## src/rtl/reg_share_pkg.sv

```systemverilog
// Shared definitions for the register-share arbiter: FSM state encoding,
// default sizing and the round-robin winner search.
package reg_share_pkg;

    localparam int unsigned DefN  = 4;
    localparam int unsigned DefW  = 4;
    localparam int unsigned MaxN  = 8;
    localparam int unsigned PickW = 3;

    typedef enum logic [1:0] {
        StIdle  = 2'd0,
        StGrant = 2'd1,
        StAck   = 2'd2
    } state_e;

    // First set request bit searching upward from ptr, wrapping n-1 -> 0.
    // Only the low n bits of req are considered; returns 0 when none are set.
    function automatic logic [PickW-1:0] rr_pick(input logic [MaxN-1:0] req,
                                                 input logic [PickW-1:0] ptr,
                                                 input int unsigned n);
        logic [PickW-1:0] pick;
        logic             found;
        int unsigned      idx;
        logic [PickW-1:0] idx3;
        pick  = '0;
        found = 1'b0;
        for (int unsigned i = 0; i < MaxN; i++) begin
            idx  = (32'(ptr) + i) % n;
            idx3 = PickW'(idx);
            if (!found && (i < n) && req[idx3]) begin
                pick  = idx3;
                found = 1'b1;
            end
        end
        return pick;
    endfunction

endpackage

```

## src/rtl/reg_load_en.sv

```systemverilog
// W-bit storage register with asynchronous active-low reset and load enable.
module reg_load_en #(
    parameter int unsigned W = 4
) (
    input  logic         i_clk,
    input  logic         i_rst_n,
    input  logic         i_load,
    input  logic [W-1:0] i_d,
    output logic [W-1:0] o_q
);

    logic [W-1:0] r_q;

    // Capture i_d only when load is asserted; hold otherwise.
    always_ff @(posedge i_clk or negedge i_rst_n) begin
        if (!i_rst_n) begin
            r_q <= '0;
        end else if (i_load) begin
            r_q <= i_d;
        end
    end

    assign o_q = r_q;

endmodule

```

## src/rtl/reg_share_arbiter.sv

```systemverilog
// Round-robin arbiter sharing one W-bit register among N requesters.
// Sequence per write: IDLE (pick winner) -> GRANT (load q) -> ACK (pulse ack).
// Optional burst hold: define REG_SHARE_LOCK_EN so that lock[w] held in ACK
// re-grants the same requester without re-arbitrating.
module reg_share_arbiter
    import reg_share_pkg::*;
#(
    parameter int unsigned N = DefN,
    parameter int unsigned W = DefW
) (
    input  logic                 clk,
    input  logic                 rst,
    input  logic [N-1:0]         req,
    input  logic [N*W-1:0]       data,
    input  logic [N-1:0]         lock,
    output logic [N-1:0]         gnt,
    output logic [N-1:0]         ack,
    output logic [W-1:0]         q,
    output logic                 busy,
    output logic [$clog2(N)-1:0] owner
);

    localparam int unsigned OwnerW = $clog2(N);

    state_e            r_state;
    state_e            w_state_d;
    logic [N-1:0]      r_gnt;
    logic [N-1:0]      w_gnt_d;
    logic [N-1:0]      r_ack;
    logic [N-1:0]      w_ack_d;
    logic [OwnerW-1:0] r_owner;
    logic [OwnerW-1:0] w_owner_d;
    logic [OwnerW-1:0] r_ptr;
    logic [OwnerW-1:0] w_ptr_d;
    logic [OwnerW-1:0] w_ptr_next;
    logic [OwnerW-1:0] w_pick;
    logic [MaxN-1:0]   w_req_ext;
    logic [PickW-1:0]  w_ptr_ext;
    logic [PickW-1:0]  w_pick_ext;
    logic [N-1:0]      w_pick_oh;
    logic [N-1:0]      w_owner_oh;
    logic [W-1:0]      w_wdata;
    logic              w_any_req;
    logic              w_lock_hold;
    logic              w_load;
    logic              w_pick_unused;

    // Widen request vector and pointer to the package search width.
    always_comb begin
        w_req_ext            = '0;
        w_req_ext[N-1:0]     = req;
        w_ptr_ext            = '0;
        w_ptr_ext[OwnerW-1:0] = r_ptr;
    end

    assign w_any_req     = |req;
    assign w_pick_ext    = rr_pick(w_req_ext, w_ptr_ext, N);
    assign w_pick        = w_pick_ext[OwnerW-1:0];
    assign w_pick_unused = ^w_pick_ext;
    assign w_ptr_next    = (r_owner == OwnerW'(N - 1)) ? '0 : r_owner + 1'b1;

    // One-hot forms of the new winner and the current owner.
    always_comb begin
        w_pick_oh          = '0;
        w_pick_oh[w_pick]  = 1'b1;
        w_owner_oh         = '0;
        w_owner_oh[r_owner] = 1'b1;
    end

    // Select the owner's data word for the register load.
    always_comb begin
        w_wdata = '0;
        for (int unsigned i = 0; i < N; i++) begin
            if (r_owner == OwnerW'(i)) begin
                w_wdata = data[i*W +: W];
            end
        end
    end

`ifdef REG_SHARE_LOCK_EN
    assign w_lock_hold = lock[r_owner];
`else
    logic w_lock_unused;
    assign w_lock_unused = ^lock;
    assign w_lock_hold   = 1'b0;
`endif

    // FSM state register.
    always_ff @(posedge clk or negedge rst) begin
        if (!rst) begin
            r_state <= StIdle;
        end else begin
            r_state <= w_state_d;
        end
    end

    // FSM next-state logic; requests are not looked at in ACK.
    always_comb begin
        w_state_d = r_state;
        unique case (r_state)
            StIdle:  if (w_any_req) w_state_d = StGrant;
            StGrant: w_state_d = StAck;
            StAck:   w_state_d = w_lock_hold ? StGrant : StIdle;
            default: w_state_d = StIdle;
        endcase
    end

    // FSM output logic: next values for the registered grant/ack/owner/ptr.
    always_comb begin
        w_gnt_d   = '0;
        w_ack_d   = '0;
        w_owner_d = r_owner;
        w_ptr_d   = r_ptr;
        w_load    = 1'b0;
        unique case (r_state)
            StIdle: begin
                if (w_any_req) begin
                    w_gnt_d   = w_pick_oh;
                    w_owner_d = w_pick;
                end
            end
            StGrant: begin
                w_load  = 1'b1;
                w_ack_d = w_owner_oh;
                w_ptr_d = w_ptr_next;
            end
            StAck: begin
                // Burst hold re-grants the same owner; ptr is left untouched.
                if (w_lock_hold) begin
                    w_gnt_d = w_owner_oh;
                end
            end
            default: begin
                w_gnt_d = '0;
            end
        endcase
    end

    // Registered outputs and round-robin pointer.
    always_ff @(posedge clk or negedge rst) begin
        if (!rst) begin
            r_gnt   <= '0;
            r_ack   <= '0;
            r_owner <= '0;
            r_ptr   <= '0;
        end else begin
            r_gnt   <= w_gnt_d;
            r_ack   <= w_ack_d;
            r_owner <= w_owner_d;
            r_ptr   <= w_ptr_d;
        end
    end

    reg_load_en #(
        .W (W)
    ) u_reg (
        .i_clk   (clk),
        .i_rst_n (rst),
        .i_load  (w_load),
        .i_d     (w_wdata),
        .o_q     (q)
    );

    assign gnt   = r_gnt;
    assign ack   = r_ack;
    assign owner = r_owner;
    assign busy  = (r_state != StIdle);

endmodule

```

## config.mk

```make
export PLATFORM = sky130hd
export DESIGN_NAME = reg_share_arbiter
export DESIGN_NICKNAME = d
export VERILOG_FILES = /design/src/rtl/reg_share_pkg.sv /design/src/rtl/reg_load_en.sv /design/src/rtl/reg_share_arbiter.sv
export SDC_FILE = /design/constraint.sdc
export NUM_CORES = 1
export LEC_CHECK = 0
export CORE_MARGIN = 2
export CORE_UTILIZATION = 35
export DETAILED_ROUTE_END_ITERATION = 16
export GPL_ROUTABILITY_DRIVEN = 0
export GPL_TIMING_DRIVEN = 0
export PLACE_DENSITY = 0.7
export REMOVE_ABC_BUFFERS = 1
export SETUP_SLACK_MARGIN = 0.4
export SYNTH_ARGS = -nofsm -noshare
export SYNTH_HDL_FRONTEND = slang
export SYNTH_SLANG_ARGS = --single-unit
```

## constraint.sdc

```tcl
create_clock -name clk -period 1.4 [get_ports clk]
set_input_delay 0.42 -clock clk [delete_from_list [all_inputs] [get_ports clk]]
set_output_delay 0.42 -clock clk [all_outputs]
set_load 0.02 [all_outputs]
```

* After elaboration in Yosys (flattened, before gate mapping)
Cells that the tools add are included.
Operators by class: add/sub/neg operators 4, magnitude comparators 8, eq/ne operators 5, muxes and demuxes 30, reductions and logical operators 13
Operators by type and width (number):
- $mux W4 | 7
- $lt A2 B4 Y1 const B | 4
- $mux W2 | 6
- $mux W1 | 10
- $bmux W1 S2 | 4
- $lt A2 B3 Y1 const B | 2
- $logic_and A1 B1 Y1 | 5
- $add A2 B1 Y2 const B | 2
- $add A2 B2 Y2 const B | 2
- $demux W1 S2 | 2
- $eq A2 B1 Y1 const B | 2
- $eq A2 B2 Y1 const B | 2
- $ge A2 B1 Y1 const B | 2
- $logic_not A2 Y1 | 2
- $pmux W2 S2 | 1
- $reduce_or A4 Y1 | 1
- $logic_not A1 Y1 | 3
- $ne A2 B2 Y1 const B | 1
- $reduce_and A2 Y1 | 1
- $reduce_bool A2 Y1 | 1
Word-level totals: bits in registers 18, output and inout port bits 15, word-level logic and storage cells 66

* Logic depth before layout (Yosys ltp)
Gate-level depths: netlist of the first run.
word-level depth 18, mapped depth 6, depth with buffers taken out 6

* Modules after synthesis
From an unflattened synthesis of the first run, not the netlist that was laid out.
Second synthesis, totals: cells, all modules 86, area total of the unflattened synthesis 898.4 um^2
Modules (own cells, without submodules):
- reg_share_arbiter | times used 1, cells an instance 78, area each 753.2 um^2, sequential area each 350.3 um^2
- reg_load_en | times used 1, cells an instance 8, area each 145.1 um^2, sequential area each 100.1 um^2

* Worst setup path after synthesis of the first run
No wires, ideal clock.
kind register -> register, start reg r_owner[1] (netlist: owner[1]), end reg u_reg.r_q[0] (netlist: u_reg.o_q[0]), library setup time 0.082 ns, arrival time 1.473 ns, data required time 1.318 ns, setup slack -0.155 ns, cell stages (with the launch flop) 7, buffers on the path 0, clock period less this slack 1.555 ns, cell sequence dfrtp_1 inv_1 ha_1 nor2b_2 a221oi_1 a211o_1 a31oi_1
On the way: word-level cells in the longest chain between the ends 5, elaborated cells on any way between the ends 8
RTL lines:
- start: declaration | line reg_share_arbiter.sv:31 | logic [OwnerW-1:0] r_owner;
- start signal: assignment | line reg_share_arbiter.sv:149 | r_owner <= w_owner_d;
- $logic_not A2 Y1 | line reg_share_arbiter.sv:74 | if (r_owner == OwnerW'(i)) begin
- $mux W4 (3 in series) | line reg_share_arbiter.sv:74
- $mux W4 (*) | line reg_share_arbiter.sv:74
- end signal: assignment | line reg_load_en.sv:19 | r_q <= i_d;
- end: declaration | line reg_load_en.sv:12 | logic [W-1:0] r_q;
Every way passes the cells marked *; elsewhere a longest branch is shown, timed or not. A chain may end at the register's enable or synchronous reset.

* Worst setup path in the final report of the first run
start reg r_owner[0] (netlist: owner[0]), end out owner[0]
RTL lines:
- end: declaration | line reg_share_arbiter.sv:20 | output logic [$clog2(N)-1:0] owner
No word-level cell between the ends.

==> key figures, run 1 <==
Outcome
  – Status: finished with violations
  – Failing checks: setup timing

Clocking
  – H-tree levels: 1
  – CTS tree: built
  – Latest clock arrival within the worst-skew pair: a little under 0.3 ns
  – CTS Buf Count: 3
  – CTS Sinks: 18
  – Worst-path clk slew: roughly 0.10 ns
  – Clock Path Buffers: 2
  – Clk root buf: clkbuf_4
  – # hold bufs at CTS: 0

Global routing
  – GRT Overall Usage: approximately 17%
  – Initial antenna violation count: 0
  – GRT overflow: 0
  – Number of global-route vias before repair: 781
  – Global-route wire length before repair: 3530 um
  – Largest net degree at the start of global routing: 19

STA
  – Relative max-transition margin: 50.3%
  – RSZ-0062 raised after global routing: true
  – Clk_skew: 0.00493 ns
  – Final Hold Fails: 0
  – Clock period minus final worst setup slack: roughly 1.5 ns
  – Fin worst setup slack: -0.0933 ns
  – Final setup fails: 6
  – Worst slew pin tran: roughly 0.75 ns
  – Fin crit share: 107%
  – Pins Over Slew Limit: 0
  – FMAX: roughly 0.67 GHz

Cells and area
  – Final layout net count: 163
  – Fillers: 185
  – Area growth syn-to-layout: 79.0%
  – Fin cells: 162
  – Layout cells sized above 1: between 40 and 50%
  – Ant. Diodes: 0

Drt
  – DR WL/cell: around 14 um
  – Final wirelength: ~2200 um
  – Detail Route Antenna Nets: 0
  – Via-to-Cell Ratio: between 4 and 5
  – Drt drc: 0
  – Initial DRC count: 9
  – Vias: ~790
  – First-pass DRT Iterations: 4

Worst hold path
  – Tightest Hold Check Type: in2async

Logic synthesis
  – Mapped cell area: between 800 and 900 sq um
  – Top-area cell type share of the netlist area: between 50% and 60%
  – EDFF count, synth: 0
  – Post-Synthesis Cells: between 80 and 90
  – Post-synth top cells: dfrtp_1, inv_1, nor2_1
  – Cell taking the most area after synthesis: dfrtp_1
  – Synth area leaders: dfrtp_1, ha_1, a211o_1
  – Top FF cell, synth: dfrtp_1
  – Post-synthesis sequential area ratio: approximately 50%
  – #FFs+latches synth: 18
  – Async set or reset register ratio after synthesis: 100%
  – Netlist cell types: 30
  – Top-count cell post-synth: dfrtp_1
  – Post-Syn Area per Cell: 10.8 sq um
  – Syn. warnings: 0

Floorplan
  – Core ar.: ~2400 sq um
  – Io pins: about 40
  – Die footprint: 2940 sq um
  – Rows: 18
  – Die height: 54.2 um
  – Die Wd: between 50 and 60 um
  – Starting utilization of the core area: between 30% and 40%

Setup path
  – Reg2Reg Setup Slack: -0.07 ns
  – R2r worst-path depth: 6
  – CP max FO: 5
  – Crit path DAT: ~1.1 ns
  – Setup Crit Path Kind: reg2out
  – Critical path capture point type: output pin
  – Worst path max stage delay: 0.49 ns
  – Reg2reg end: u_reg.o_q[0]$_DFFE_PN0P_
  – Worst r2r src: owner[0]$_DFFE_PN0P_
  – Critical-path cell list: buf_4 -> buf_6
  – Crit path launch type: register
  – Crit-path slowest cell: dfrtp_2
  – Critical Path RT: between 0.9 and 1 ns

Placed design
  – Port Buffer Count: 36
  – Dpl cells: around 140
  – Post-DP HPWL: roughly 1400 um

Flow run
  – Max Cap Viol: 0

Power
  – VDD IR max: 0.00119 V
  – Power Total: around 3.5 mW
  – PD cells: 2240 nW/um^2
  – Leak: between 0.7 and 0.8 nW
stage by stage:
stage               setup TNS, ns  utilization [%]  setup slack (ns)  area, sq um  hold slack [ns]
floorplan                  -0.585                -            -0.152          867            0.124
global placement            -3.89             52.0            -0.470         1260            0.536
detailed placement          -4.80             52.0            -0.484         1260            0.548
CTS                        -0.394             61.9           -0.0852         1510            0.321
global route               -0.832             65.0            -0.164         1580            0.328
finish                     -0.447             65.0           -0.0933         1580            0.258
worst max-delay path by stage:
stage                           startpoint                       end  slack [ns]  cells past startpoint
floorplan             owner[1]$_DFFE_PN0P_  u_reg.o_q[0]$_DFFE_PN0P_       -0.15                      6
global placement                    req[0]      owner[0]$_DFFE_PN0P_       -0.47                      4
detailed placement                  req[0]      owner[0]$_DFFE_PN0P_       -0.48                      4
CTS                 r_state[0]$_DFFE_PN0P_                      busy       -0.09                      2
global route          owner[0]$_DFFE_PN0P_  u_reg.o_q[3]$_DFFE_PN0P_       -0.16                      6
finish                owner[0]$_DFFE_PN0P_                  owner[0]       -0.09                      2
timing repair:
action | CTS | global route
pin swaps | 14 | 8
buffers inserted | 9 | 5
setup endpoints to repair | 51 | 35
gates resized for setup | 126 | 9
metal layers:
layer | track usage [%] | wire (um) | vias to the layer above
li1 | - | - | 389
met1 | 20.6 | 916 | 374
met2 | 28.7 | 1190 | 17
met3 | 2.46 | 60 | 6
met4 | 11.3 | 73 | 0
met5 | 0 | 0 | -
flip-flops by register name, indices dropped and copies added (netlist names):
register / cells
ack: 4
gnt: 4
u_reg.o_q: 4
owner: 2
r_ptr: 2
r_state: 2
cell families after synthesis:
group / Yosys count / synth area share [%]
AO/OA/AOI/OAI: 19 / 16.6
buffers and inverters: 12 / 5.24
AND/OR/NAND/NOR: 25 / 16.1
multiplexers: 4 / 5.38
flip-flops: 18 / 51.0
adder cells (fa/ha/maj): 4 / 5.67
power by group:
| group | leakage (nW) | internal (mW) | switching, mW |
|---|---|---|---|
| logic | 0.482 | 1.29 | 1.02 |
| clock network | 0.0210 | 0.158 | 0.158 |
| registers | 0.225 | 0.743 | 0.173 |
placed cells by master, fill, tap and decap left out, types with 3 or more instances in the layout:
| cell | n |
|---|---|
| and2_1 | 4 |
| a31oi_1 | 4 |
| clkdlybuf4s50_1 | 16 |
| dfrtp_1 | 16 |
| buf_4 | 9 |
| nor2_1 | 6 |
| ha_4 | 3 |
| inv_1 | 6 |
| buf_6 | 19 |
| a221oi_2 | 4 |
| a211o_1 | 4 |
| clkdlybuf4s15_1 | 3 |
| nand2_1 | 5 |
| clkbuf_4 | 3 |
critical path: cells and delay by family (launching register included):
family | cells | cell delay (ns)
buffers and inverters | 2 | 0.29
flip-flops | 1 | 0.49
final cells by class:
class / instances / area (sq um) / area share [%]
timing repair buffer: 50 / 508 / 32.1
inverter: 8 / 32.5 / 2.06
clock buffer: 4 / 36.3 / 2.29
tap: 30 / 37.5 / 2.37
multi-input combinational: 52 / 514 / 32.5
sequential: 18 / 453 / 28.6
Power figures use the tool's default switching activity.
==> run 2, diff against run 1 <==
CORE_MARGIN = default   (was 2)
==> run 2 against run 1 <==
The flow still finishes with violations (setup timing). Die area fell by 7.2%. Non-clock buffer count grew 6. Register-to-register slack is essentially flat. Wire length grew 8.5%. Sequential share of layout area decreased by 0.90 points. Core utilization grew 6.1 points. Cell count is 2.5% higher. Critical path depth unchanged. Clock power rose by 3%. Sequential cell count stayed put. Critical path type unchanged. Highest routed layer unchanged.
==> key figures, run 2 (synthesis results as in run 1) <==
STA
  – Clk_skew: 0.0121 ns (+0.00721 ns)
  – Pins Over Slew Limit: 0 (unchanged)
  – Worst slew pin tran: 0.444 ns (-0.301 ns)
  – RSZ-0062 raised after global routing: true
  – Final Hold Fails: 0 (unchanged)
  – FMAX: 0.666 GHz (-0.58%)
  – Final setup fails: 6 (unchanged)
  – Fin worst setup slack: -0.102 ns (-0.00874 ns)
  – Relative max-transition margin: 70.4% (+20 points)
  – Clock period minus final worst setup slack: 1.50 ns (+0.00874 ns)
  – Fin crit share: 107% (+0.62 points)

Drt
  – First-pass DRT Iterations: 4 (unchanged)
  – Vias: 835 (+6.2%)
  – Detail Route Antenna Nets: 0 (unchanged)
  – Via-to-Cell Ratio: 5.03 (+3.7%)
  – Drt drc: 0 (unchanged)
  – DR WL/cell: 14.6 um (+5.8%)
  – Initial DRC count: 19 (+10)
  – Final wirelength: 2430 um (+8.5%)

Clocking
  – Worst-path clk slew: 0.11 ns (about the same)
  – CTS Sinks: 18 (unchanged)
  – CTS tree: built
  – # hold bufs at CTS: 0 (unchanged)
  – Clk root buf: clkbuf_4
  – Latest clock arrival within the worst-skew pair: 0.30 ns (about the same)
  – Clock Path Buffers: 2 (unchanged)
  – H-tree levels: 1 (unchanged)
  – CTS Buf Count: 3 (unchanged)

Placed design
  – Worst slack at placement: -0.472 ns (+0.0114 ns)
  – Dpl cell area: 1260 sq um (-0.20%)
  – Post-DP HPWL: 1340 um (-5.5%)
  – Port Buffer Count: 36 (unchanged)

Floorplan
  – Die Wd: 52.2 um (-3.7%)
  – Io pins: 41 (unchanged)
  – Die footprint: 2730 sq um (-7.2%)
  – Core ar.: 2300 sq um (-5.6%)
  – Starting utilization of the core area: 38.5% (+2.1 points)
  – Die height: 52.2 um (-3.7%)
  – Rows: 17 (-1)

Global routing
  – Number of global-route vias before repair: 773 (-1.0%)
  – Largest net degree at the start of global routing: 19 (unchanged)
  – Initial antenna violation count: 0 (unchanged)
  – Global-route wire length before repair: 3620 um (+2.8%)
  – GRT overflow: 0 (unchanged)
  – GRT Overall Usage: 18.1% (+0.92 points)

Setup path
  – Critical Path RT: 0.98 ns (about the same)
  – Critical path capture point type: output pin
  – Crit path launch type: register
  – CP max FO: 2 (-3)
  – CP top delay family: flip-flops
  – Worst r2r src: owner[0]$_DFFE_PN0P_
  – Critical path buffers and inverters: 1 (-1)
  – Critical-path cell list: or2_4 -> buf_6
  – Setup Crit Path Kind: reg2out
  – Crit-path slowest cell: dfrtp_1
  – Worst path max stage delay: 0.41 ns (-0.08 ns)
  – Worst setup startpoint: r_state[1]$_DFFE_PN0P_
  – Crit path DAT: 1.08 ns (about the same)

Flow run
  – Max Cap Viol: 0 (unchanged)

Cells and area
  – Layout cells sized above 1: 50.7% (+4.5 points)
  – Ant. Diodes: 0 (unchanged)
  – Register area: 453 sq um (unchanged)
  – Area growth syn-to-layout: 84.8%
  – Finished layout cell area: 1630 sq um (+3.2%)
  – Commonest non-fill, non-tap cell in the layout: buf_6
  – Highest-count cells in the layout ignoring fill and taps: buf_6, dfrtp_1, clkdlybuf4s50_1
  – Area occupied by multi-input gates: 523 sq um (+1.7%)
  – Fillers: 162 (-12%)
  – Final layout net count: 169 (+3.7%)

Power
  – VDD IR max: 0.00120 V (+1.0%)
  – Power Total: 3.67 mW (+3.8%)
  – Leak: 0.760 nW (+4.4%)
  – PD cells: 2250 nW/um^2 (+0.58%)

Outcome
  – Failing checks: setup timing
  – Status: finished with violations

Worst hold path
  – Tightest Hold Check Type: in2async
[run 2: cell types whose count changed in the layout (fill, tap and decap cells not counted), sizes merged]
cell / change
buf: +6
[run 2: cell type report]
cell class,instances,share of cell area (%)
Inverter,8,1.84
Timing Repair Buffer,56,34.0
Clock buffer,4,2.22
Multi-Input combinational cell,52,32.0
Sequential cell,18,27.7
Tap cell,28,2.15
[run 2: power by group]
group          internal (mW)  switching [mW]
Clock                  0.158           0.169
Sequential             0.743           0.182
Combinational           1.36            1.06
[run 2: path summary, 6_finish.rpt]
check,depth (start not counted),slack (ns),to
max,2,-0.10,busy
min reg2reg,2,0.58,u_reg.o_q[3]$_DFFE_PN0P_
max in group asynchronous,1,1.02,r_ptr[1]$_DFFE_PN0P_
max reg2reg,6,-0.07,u_reg.o_q[2]$_DFFE_PN0P_
min,1,0.04,ack[1]$_DFF_PN0_
min in group clk,2,0.58,u_reg.o_q[3]$_DFFE_PN0P_
[run 2: what timing repair did]
item	4_1_cts	5_1_grt
hold endpoints to repair	0	0
buffers inserted	10	9
gates cloned	0	1
pin swaps	16	7
endpoints found under the setup margin	51	35
gates resized for setup	126	16
[run 2: through the flow]
| stage | setup TNS, ns | util, % | hold slack, ns | cells |
|---|---|---|---|---|
| 5_1_grt | -0.846 | 71.1 | 0.0775 | 166 |
| 3_5_place_dp | -5.40 | 55.0 | 0.550 | 142 |
| 6_report | -0.444 | 71.1 | 0.0382 | 166 |
| 3_3_place_gp | -4.09 | 55.0 | 0.538 | 142 |
| 2_1_floorplan | -0.585 | - | 0.124 | 78 |
| 4_1_cts | -0.365 | 65.3 | 0.334 | 156 |
[run 2: routing by layer]
| layer | track usage, % | vias up | wire length, um |
|---|---|---|---|
| met3 | 1.74 | 2 | 68 |
| met4 | 6.58 | 0 | 19 |
| li1 | - | 403 | - |
| met2 | 30.8 | 24 | 1250 |
| met5 | 0 | - | 0 |
| met1 | 23.9 | 406 | 1090 |
==> run 3, diff against run 2 <==
MAX_ROUTING_LAYER = met4   (was default)
==> run 3 against run 2 <==
The run still ends with setup timing left. Maximum frequency shrank 0.28%. First-iteration DRC count shrank 47%. Register-to-register slack is essentially flat. Critical path type unchanged. Largest power group unchanged.
==> key figures, run 3 (synthesis results as in run 1) <==
Global routing
  – Global-route wire length before repair: 3640 um (+0.39%)
  – Initial antenna violation count: 0 (unchanged)
  – Largest net degree at the start of global routing: 19 (unchanged)
  – GRT overflow: 0 (unchanged)
  – Number of global-route vias before repair: 771 (-0.26%)
  – GRT Overall Usage: 18.7% (+0.54 points)

Setup path
  – Reg2Reg Setup Slack: -0.06 ns (about the same)
  – Critical-path cell list: or2_4 -> buf_6
  – CP max FO: 2 (unchanged)
  – Reg2reg end: u_reg.o_q[0]$_DFFE_PN0P_
  – R2r worst-path depth: 6 (unchanged)
  – Worst path max stage delay: 0.42 ns (about the same)
  – Critical Path RT: 0.98 ns (about the same)
  – Crit path launch type: register
  – Worst r2r src: owner[1]$_DFFE_PN0P_
  – Critical path capture point type: output pin
  – Crit-path slowest cell: dfrtp_1
  – Setup Crit Path Kind: reg2out
  – Crit path DAT: 1.09 ns (about the same)

Placed design
  – Dpl cell area: 1260 sq um (unchanged)
  – Port Buffer Count: 36 (unchanged)
  – Post-DP HPWL: 1340 um (unchanged)
  – Worst slack at placement: -0.472 ns (unchanged)

Outcome
  – Failing checks: setup timing
  – Status: finished with violations

STA
  – Fin worst setup slack: -0.106 ns (-0.00418 ns)
  – Worst slew pin tran: 0.440 ns (-0.00408 ns)
  – Final Hold Fails: 0 (unchanged)
  – Clk_skew: 0.00338 ns (-0.00877 ns)
  – Clock period minus final worst setup slack: 1.51 ns (+0.00418 ns)
  – FMAX: 0.664 GHz (-0.28%)
  – Pins Over Slew Limit: 0 (unchanged)
  – Final setup fails: 6 (unchanged)
  – RSZ-0062 raised after global routing: true
  – Fin crit share: 108% (+0.30 points)
  – Relative max-transition margin: 70.6% (+0.27 points)

Drt
  – DR WL/cell: 14.4 um (-1.1%)
  – Vias: 815 (-2.4%)
  – Final wirelength: 2380 um (-1.7%)
  – Detail Route Antenna Nets: 0 (unchanged)
  – Initial DRC count: 10 (-9)
  – First-pass DRT Iterations: 4 (unchanged)
  – Drt drc: 0 (unchanged)
  – Via-to-Cell Ratio: 4.94 (-1.8%)

Power
  – Leak: 0.751 nW (-1.2%)
  – VDD IR max: 0.00126 V (+4.9%)
  – PD cells: 2230 nW/um^2 (-0.80%)
  – Power Total: 3.62 mW (-1.5%)

Floorplan
  – Core ar.: 2300 sq um (unchanged)
  – Starting utilization of the core area: 38.5% (unchanged)
  – Die Wd: 52.2 um (unchanged)
  – Die height: 52.2 um (unchanged)
  – Die footprint: 2730 sq um (unchanged)
  – Rows: 17 (unchanged)
  – Io pins: 41 (unchanged)

Cells and area
  – Commonest non-fill, non-tap cell in the layout: buf_6
  – Layout cells sized above 1: 50.4% (-0.36 points)
  – Ant. Diodes: 0 (unchanged)
  – Final layout net count: 168 (-0.59%)
  – Area growth syn-to-layout: 83.6%
  – Finished layout cell area: 1620 sq um (-0.69%)
  – Post-layout util: 70.6% (-0.49 points)
  – Highest-count cells in the layout ignoring fill and taps: buf_6, dfrtp_1, clkdlybuf4s50_1

Clocking
  – CTS Buf Count: 3 (unchanged)
  – Clock Path Buffers: 2 (unchanged)
  – Worst-path clk slew: 0.11 ns (about the same)
  – CTS Sinks: 18 (unchanged)
  – CTS tree: built
  – H-tree levels: 1 (unchanged)
  – # hold bufs at CTS: 0 (unchanged)
  – Latest clock arrival within the worst-skew pair: 0.29 ns (about the same)
  – Clk root buf: clkbuf_4

Worst hold path
  – Tightest Hold Check Type: in2async

Flow run
  – Max Cap Viol: 0 (unchanged)
## run 3: changes by cell type in the layout (fill, tap and decap cells not counted), sizes merged
cell,change
buf,-1
## run 3: repair_timing
action                     4_1_cts  5_1_grt
setup endpoints to repair       51       35
buffers inserted                10        8
gates cloned                     0        1
pin swaps                       16        7
hold endpoints to repair         0        0
resized for setup              126       15
## run 3: worst max-delay path: cells and delay by family, from the launching register on
family / cells / cell delay (ns)
DFF: 1 / 0.42
buffers and inverters: 1 / 0.13
and+or+nand+nor: 1 / 0.25
## run 3: worst max-delay path by stage
stage | cells after the start | startpoint | slack [ns] | endpoint
CTS | 2 | r_state[0]$_DFFE_PN0P_ | -0.08 | busy
detailed placement | 5 | req[0] | -0.47 | gnt[2]$_DFF_PN0_
floorplan | 6 | owner[1]$_DFFE_PN0P_ | -0.15 | u_reg.o_q[0]$_DFFE_PN0P_
global route | 6 | owner[0]$_DFFE_PN0P_ | -0.17 | u_reg.o_q[0]$_DFFE_PN0P_
global placement | 4 | req[0] | -0.46 | owner[0]$_DFFE_PN0P_
finish | 2 | r_state[1]$_DFFE_PN0P_ | -0.11 | busy
## run 3: cell type report
| type | instances | area [sq um] |
|---|---|---|
| sequential | 18 | 453 |
| tap | 28 | 35.0 |
| fill | 165 | 676 |
| clock buffer | 4 | 36.3 |
| multi-input combinational | 52 | 519 |
| inverter | 8 | 30.0 |
| timing repair buffer | 55 | 548 |
## run 3: per-stage QoR
stage          hold slack, ns  TNS, ns  instances
5_1_grt                0.0776   -0.849        165
3_5_place_dp            0.550    -5.40        142
2_1_floorplan           0.124   -0.585         78
4_1_cts                 0.334   -0.365        156
6_report               0.0445   -0.367        165
3_3_place_gp            0.538    -4.09        142
## run 3: per-layer routing
layer	vias up	track usage, %	routed length (um)
met5	-	-	0
met4	0	6.58	19
met3	2	1.74	78
met2	24	30.8	1210
met1	389	24.0	1080
li1	400	-	-
## run 3: where the power goes
part | leakage, nW | internal (mW) | total (mW) | switching, mW
logic | 0.505 | 1.32 | 2.37 | 1.05
clock network | 0.0210 | 0.158 | 0.322 | 0.164
registers | 0.225 | 0.743 | 0.921 | 0.178
total | 0.751 | 2.23 | 3.62 | 1.39
